**config.mk**
```make
export PLATFORM = sky130hd
export DESIGN_NAME = oka_subproduct_engine_16bit
export DESIGN_NICKNAME = d
export VERILOG_FILES = /design/src/rtl/oka_pkg.sv /design/src/rtl/gf2_serial_mac_lane.sv /design/src/rtl/oka_subproduct_engine_16bit.sv
export SDC_FILE = /design/constraint.sdc
export NUM_CORES = 1
export LEC_CHECK = 0
export CORE_MARGIN = 2
export CORE_UTILIZATION = 47
export DETAILED_ROUTE_END_ITERATION = 12
export PLACE_DENSITY = 0.76
export REMOVE_ABC_BUFFERS = 1
export SETUP_SLACK_MARGIN = 0.5
export SYNTH_ARGS = -nofsm -noshare
export SYNTH_HDL_FRONTEND = slang
export SYNTH_SLANG_ARGS = --single-unit
```
**constraint.sdc**
```tcl
create_clock -name clk -period 3.15 [get_ports clk]
set_clock_uncertainty 0.15 [all_clocks]
set_input_delay 0.4725 -clock clk [delete_from_list [all_inputs] [get_ports clk]]
set_output_delay 0.4725 -clock clk [all_outputs]
set_load 0.02 [all_outputs]
```
**src/rtl/oka_pkg.sv**
```systemverilog
// Shared types, constants and helpers for the OKA sub-product engine.
// Optional build macro OKA_ZERO_SKIP_EN is consumed by oka_subproduct_engine_16bit.
package oka_pkg;

    localparam int unsigned OKA_N  = 16;
    localparam int unsigned OKA_H  = OKA_N / 2;
    localparam int unsigned OKA_PW = 2 * OKA_H - 1;
    localparam int unsigned OKA_SW = $clog2(OKA_H);

    typedef logic [OKA_H-1:0]  half_t;
    typedef logic [OKA_PW-1:0] subprod_t;
    typedef logic [OKA_SW-1:0] step_t;

    typedef enum logic [1:0] {IDLE, RUN, DONE} state_t;

    // Latched operand halves: X factors from A, Y factors from B
    typedef struct packed {
        half_t ae;
        half_t ao;
        half_t be;
        half_t bo;
    } halves_t;

    function automatic half_t split_half(input logic [OKA_N-1:0] v, input logic odd);
        half_t h;
        for (int i = 0; i < int'(OKA_H); i++) begin
            h[i] = v[2 * i + (odd ? 1 : 0)];
        end
        return h;
    endfunction

    // Index of the highest set bit; 0 when y is zero so at least one step runs
    function automatic step_t last_step(input half_t y);
        step_t r;
        r = '0;
        for (int i = 0; i < int'(OKA_H); i++) begin
            if (y[i]) r = step_t'(i);
        end
        return r;
    endfunction

endpackage

```
**src/rtl/gf2_serial_mac_lane.sv**
```systemverilog
// One bit-serial carry-less multiply lane: acc ^= Xh << step whenever the Y bit is set.
module gf2_serial_mac_lane
    import oka_pkg::*;
(
    input  logic     clk,
    input  logic     rst,
    input  logic     clear,
    input  logic     step_en,
    input  half_t    xh,
    input  logic     yh_bit,
    input  step_t    step,
    output subprod_t acc
);

    subprod_t acc_q, acc_d;

    always_comb begin
        acc_d = acc_q;
        if (clear) begin
            acc_d = '0;
        end else if (step_en && yh_bit) begin
            acc_d = acc_q ^ (subprod_t'(xh) << step);
        end
    end

    always_ff @(posedge clk or posedge rst) begin
        if (rst) acc_q <= '0;
        else     acc_q <= acc_d;
    end

    assign acc = acc_q;

endmodule

```
**src/rtl/oka_subproduct_engine_16bit.sv**
```systemverilog
// Splits two 16-bit GF(2) polynomials into even/odd halves and forms the four 8x8 sub-products serially.
// Define OKA_ZERO_SKIP_EN to end RUN after the highest set bit of Be|Bo.
module oka_subproduct_engine_16bit
    import oka_pkg::*;
(
    input  logic              clk,
    input  logic              rst,
    input  logic              in_valid,
    output logic              in_ready,
    input  logic [OKA_N-1:0]  a,
    input  logic [OKA_N-1:0]  b,
    output logic              out_valid,
    input  logic              out_ready,
    output logic [OKA_PW-1:0] p_ee,
    output logic [OKA_PW-1:0] p_eo,
    output logic [OKA_PW-1:0] p_oe,
    output logic [OKA_PW-1:0] p_oo
);

    state_t  state_q;
    step_t   step_q;
    step_t   last_q;
    halves_t ops_q;
    logic    out_valid_q;

    halves_t ops_d;
    step_t   last_d;
    logic    accept;
    logic    step_en;

    always_comb begin
        ops_d.ae = split_half(a, 1'b0);
        ops_d.ao = split_half(a, 1'b1);
        ops_d.be = split_half(b, 1'b0);
        ops_d.bo = split_half(b, 1'b1);
    end

`ifdef OKA_ZERO_SKIP_EN
    assign last_d = last_step(ops_d.be | ops_d.bo);
`else
    assign last_d = step_t'(OKA_H - 1);
`endif

    // in_ready looks through to out_ready so a DONE result can hand off to the next op in one edge
    assign in_ready = (state_q == IDLE) || ((state_q == DONE) && out_ready);
    assign accept   = in_valid && in_ready;
    assign step_en  = (state_q == RUN);

    always_ff @(posedge clk or posedge rst) begin
        if (rst) begin
            state_q     <= IDLE;
            step_q      <= '0;
            last_q      <= '0;
            ops_q       <= '0;
            out_valid_q <= 1'b0;
        end else begin
            case (state_q)
                IDLE: begin
                    if (accept) begin
                        ops_q   <= ops_d;
                        last_q  <= last_d;
                        step_q  <= '0;
                        state_q <= RUN;
                    end
                end
                RUN: begin
                    if (step_q == last_q) begin
                        state_q     <= DONE;
                        out_valid_q <= 1'b1;
                    end else begin
                        step_q <= step_q + step_t'(1);
                    end
                end
                DONE: begin
                    if (out_ready) begin
                        out_valid_q <= 1'b0;
                        if (in_valid) begin
                            ops_q   <= ops_d;
                            last_q  <= last_d;
                            step_q  <= '0;
                            state_q <= RUN;
                        end else begin
                            state_q <= IDLE;
                        end
                    end
                end
                default: begin
                    state_q     <= IDLE;
                    out_valid_q <= 1'b0;
                end
            endcase
        end
    end

    assign out_valid = out_valid_q;

    gf2_serial_mac_lane u_lane_ee (
        .clk     (clk),
        .rst     (rst),
        .clear   (accept),
        .step_en (step_en),
        .xh      (ops_q.ae),
        .yh_bit  (ops_q.be[step_q]),
        .step    (step_q),
        .acc     (p_ee)
    );

    gf2_serial_mac_lane u_lane_eo (
        .clk     (clk),
        .rst     (rst),
        .clear   (accept),
        .step_en (step_en),
        .xh      (ops_q.ae),
        .yh_bit  (ops_q.bo[step_q]),
        .step    (step_q),
        .acc     (p_eo)
    );

    gf2_serial_mac_lane u_lane_oe (
        .clk     (clk),
        .rst     (rst),
        .clear   (accept),
        .step_en (step_en),
        .xh      (ops_q.ao),
        .yh_bit  (ops_q.be[step_q]),
        .step    (step_q),
        .acc     (p_oe)
    );

    gf2_serial_mac_lane u_lane_oo (
        .clk     (clk),
        .rst     (rst),
        .clear   (accept),
        .step_en (step_en),
        .xh      (ops_q.ao),
        .yh_bit  (ops_q.bo[step_q]),
        .step    (step_q),
        .acc     (p_oo)
    );

endmodule

```
==> flow_metrics.py <==
metrics = {
    "clock_network": {
        "clock-sinks": 99,
        "postCtsSetupBuffers": 0,
        "clockBufferDepth": 2,
        "clk_pin_slew_ns": 0.09,
        "cts-root-buf": "clkbuf_8",
        "htreeDepth": 3,
        "cts_resized": 0,
        "cts_buffers": 9,
        "hold_buffers": 0,
        "clock_latency_ns": 0.37,
        "cts_tree": "yes",
    },
    "placed_design": {
        "gp_congestion": 0.8128,
        "port_buffers": 97,
        "placed_cells": 720,
        "dp_hpwl_mm": 9.057,
        "placed_area_um2": 6262,
        "pre_cts_slack_ns": 0.5564,
    },
    "routing": {
        "dr.pass1.iters": 5,
        "drt-met1-wl_mm": 5.316,
        "ant_nets": 0,
        "wl_per_cell_um": 17.16,
        "vias": 4285,
        "dr_wl_met3_um": 778,
        "avgViaCountPerCell": 5.822,
        "drt-total-wl_mm": 12.63,
        "drtIter0Drc": 225,
        "drcViolationCount": 0,
        "dr_wl_met2_mm": 6.173,
        "highest_layer": "met4",
    },
    "worst_setup_path": {
        "worstPathMaxFanout": 4,
        "required_ns": 2.53,
        "crit_top_cell": "clkdlybuf4s50_1",
        "path_cells": "clkdlybuf4s50_1 > nand2b_1 > and2_1 > clkdlybuf4s50_1",
        "cpMaxStageDelayCell": "clkdlybuf4s50_1",
        "start_kind": "primary input",
        "path_class": "in2out",
        "critPathArrivalTime_ns": 1.87,
        "worst_setup_path_end_kind": "primary output",
        "cp_slowest_stage_delay_ns": 0.59,
        "crit_path_start": "out_ready",
        "r2r-start": "step_q[0]",
    },
    "timing": {
        "hold_slack_ns": 0.3295,
        "max_freq_mhz": 401.9,
        "final-max-slew-violation-count": 0,
        "period_share": 0.7899,
        "fin_crit_ns": 2.488,
        "hold_viol": 0,
        "worst_slack_ns": 0.6617,
        "rsz0062_at_grt": "false",
        "tns_ns": 0,
        "finalSetupViolations": 0,
        "maxSlewHeadroom": 0.4281,
        "tightest_slew_ns": 0.8579,
    },
    "logic_synthesis": {
        "avgSynthCellArea_um2": 10.33,
        "ys_seq_area_frac": 0.4768,
        "yosys_warnings": 0,
        "synth_cell_types": 43,
        "ys.flop_type": "dfrtp_1",
        "async_flop_share": 1.000,
        "synth_edf_count": 0,
        "synthCells": 503,
        "synth-seq-cells": 99,
        "synth_area_um2": 5196,
    },
    "cells_and_area": {
        "finalNonFillerCells": 736,
        "seq_area_um2": 2481,
        "finalCoreUtilization": 0.6002,
        "n_antenna_cell": 0,
        "area_delta_synth_final_pct": 24.66,
        "layout_common_cells": "nand2_1, dfrtp_1, clkdlybuf4s50_1",
        "drive_above_1_share": 0.1208,
        "fin_nets": 628,
        "layout_commonest_cell": "nand2_1",
        "multi_input_area_um2": 2515,
        "fill_cells": 907,
        "final_area_um2": 6477,
    },
    "global_routing": {
        "gr-total-overflow": 0,
        "grt_pass1_wl_mm": 20.39,
        "grt_use_total": 0.2221,
        "antenna_found_initial": 0,
        "grt_pass1_vias": 4122,
        "grt_max_degree": 50,
    },
    "floorplan": {
        "initial_core_util": 0.4815,
        "rows": 38,
        "dieArea_um2": 11910,
        "dieHeight_um": 109.1,
        "io_pins": 98,
        "core-area_um2": 10790,
        "die_w_um": 109.1,
    },
    "power": {
        "power_density_nw_per_um2": 1108,
        "vdd_ir_drop_max_mv": 0.4533,
        "power_leakage_nw": 2.785,
        "p_total_mw": 7.178,
    },
    "min_path": {
        "hp-class": "reg2reg",
        "worstHoldStart": "ops_q[11]",
    },
    "run_status": {
        "status": "finished clean",
    },
    "flow_run": {
        "maxCapViolCount": 0,
    },
}
==> power breakdown <==
group	switching [mW]	internal, mW
Combinational	2.21	1.76
Sequential	0.541	1.80
Clock	0.453	0.412
Total	3.21	3.97
==> flip-flops by register name (all words and copies together), names as in the netlist, 2 cells and up <==
signal	count
u_lane_eo.acc	15
step_q	3
ops_q	32
u_lane_oo.acc	15
state_q	2
u_lane_oe.acc	15
u_lane_ee.acc	15
==> layer usage <==
layer,global-route usage,up-vias
met1,0.3000,2087
met2,0.3563,169
met3,0.03586,25
li1,-,2004
met5,0,-
met4,0.09432,0
==> synthesized netlist by cell type (all sizes together), types with 2 or more instances <==
library cell	instances	area, um^2
nand2	119	446.7
dfrtp	99	2477
mux2i	27	270.3
a21oi	23	115.1
o21ai	23	115.1
or3	20	125.1
buf	17	131.4
clkbuf	17	63.81
mux4	16	360.4
o311ai	16	140.1
o41ai	16	140.1
nor2	15	66.32
mux2	14	157.7
xor2	12	105.1
nand3	11	55.05
o211ai	8	60.06
nand2b	6	37.54
nor3b	5	47.54
and3	4	25.02
inv	4	15.01
nand4	4	25.02
nor3	4	25.02
o221ai	4	35.03
and2	3	18.77
nor2b	3	18.77
and4b	2	20.02
o221a	2	22.52
o2bb2ai	2	17.52
or2	2	12.52
==> worst max-delay path: cells and delay by family <==
family | cells | cell delay [ns]
and+or+nand+nor | 2 | 0.33
buffers and inverters | 2 | 1.06
==> final cells by class <==
class | count | share of cell area
multi-input cells | 366 | 0.3883
flip-flops and latches | 99 | 0.3830
repair buffers | 111 | 0.1661
well taps | 140 | 0.02704
clock buffers | 11 | 0.02337
clock inverters | 5 | 0.009465
inverters | 4 | 0.002704
==> path summary, 6_finish.rpt <==
| check | end | slack, ns | cells past startpoint |
|---|---|---|---|
| min | ops_q[11] | 0.33 | 2 |
| min in group asynchronous | u_lane_ee.acc[13] | 0.39 | 2 |
| max in group asynchronous | u_lane_ee.acc[8] | 1.70 | 3 |
| min reg2reg | ops_q[11] | 0.33 | 2 |
| max | in_ready | 0.66 | 4 |
| max reg2reg | u_lane_ee.acc[11] | 0.70 | 4 |
==> cell families after synthesis <==
kind of cell               share of synthesized area
xor gates and xnor gates                     0.02023
and+or+nand+nor                               0.1806
DFF                                           0.4768
AOI/OAI and AO/OA                             0.1279
muxes                                         0.1517
buffers and inverters                        0.04045
adders and majority gates                   0.002408
(Power assumes the default switching activity.)
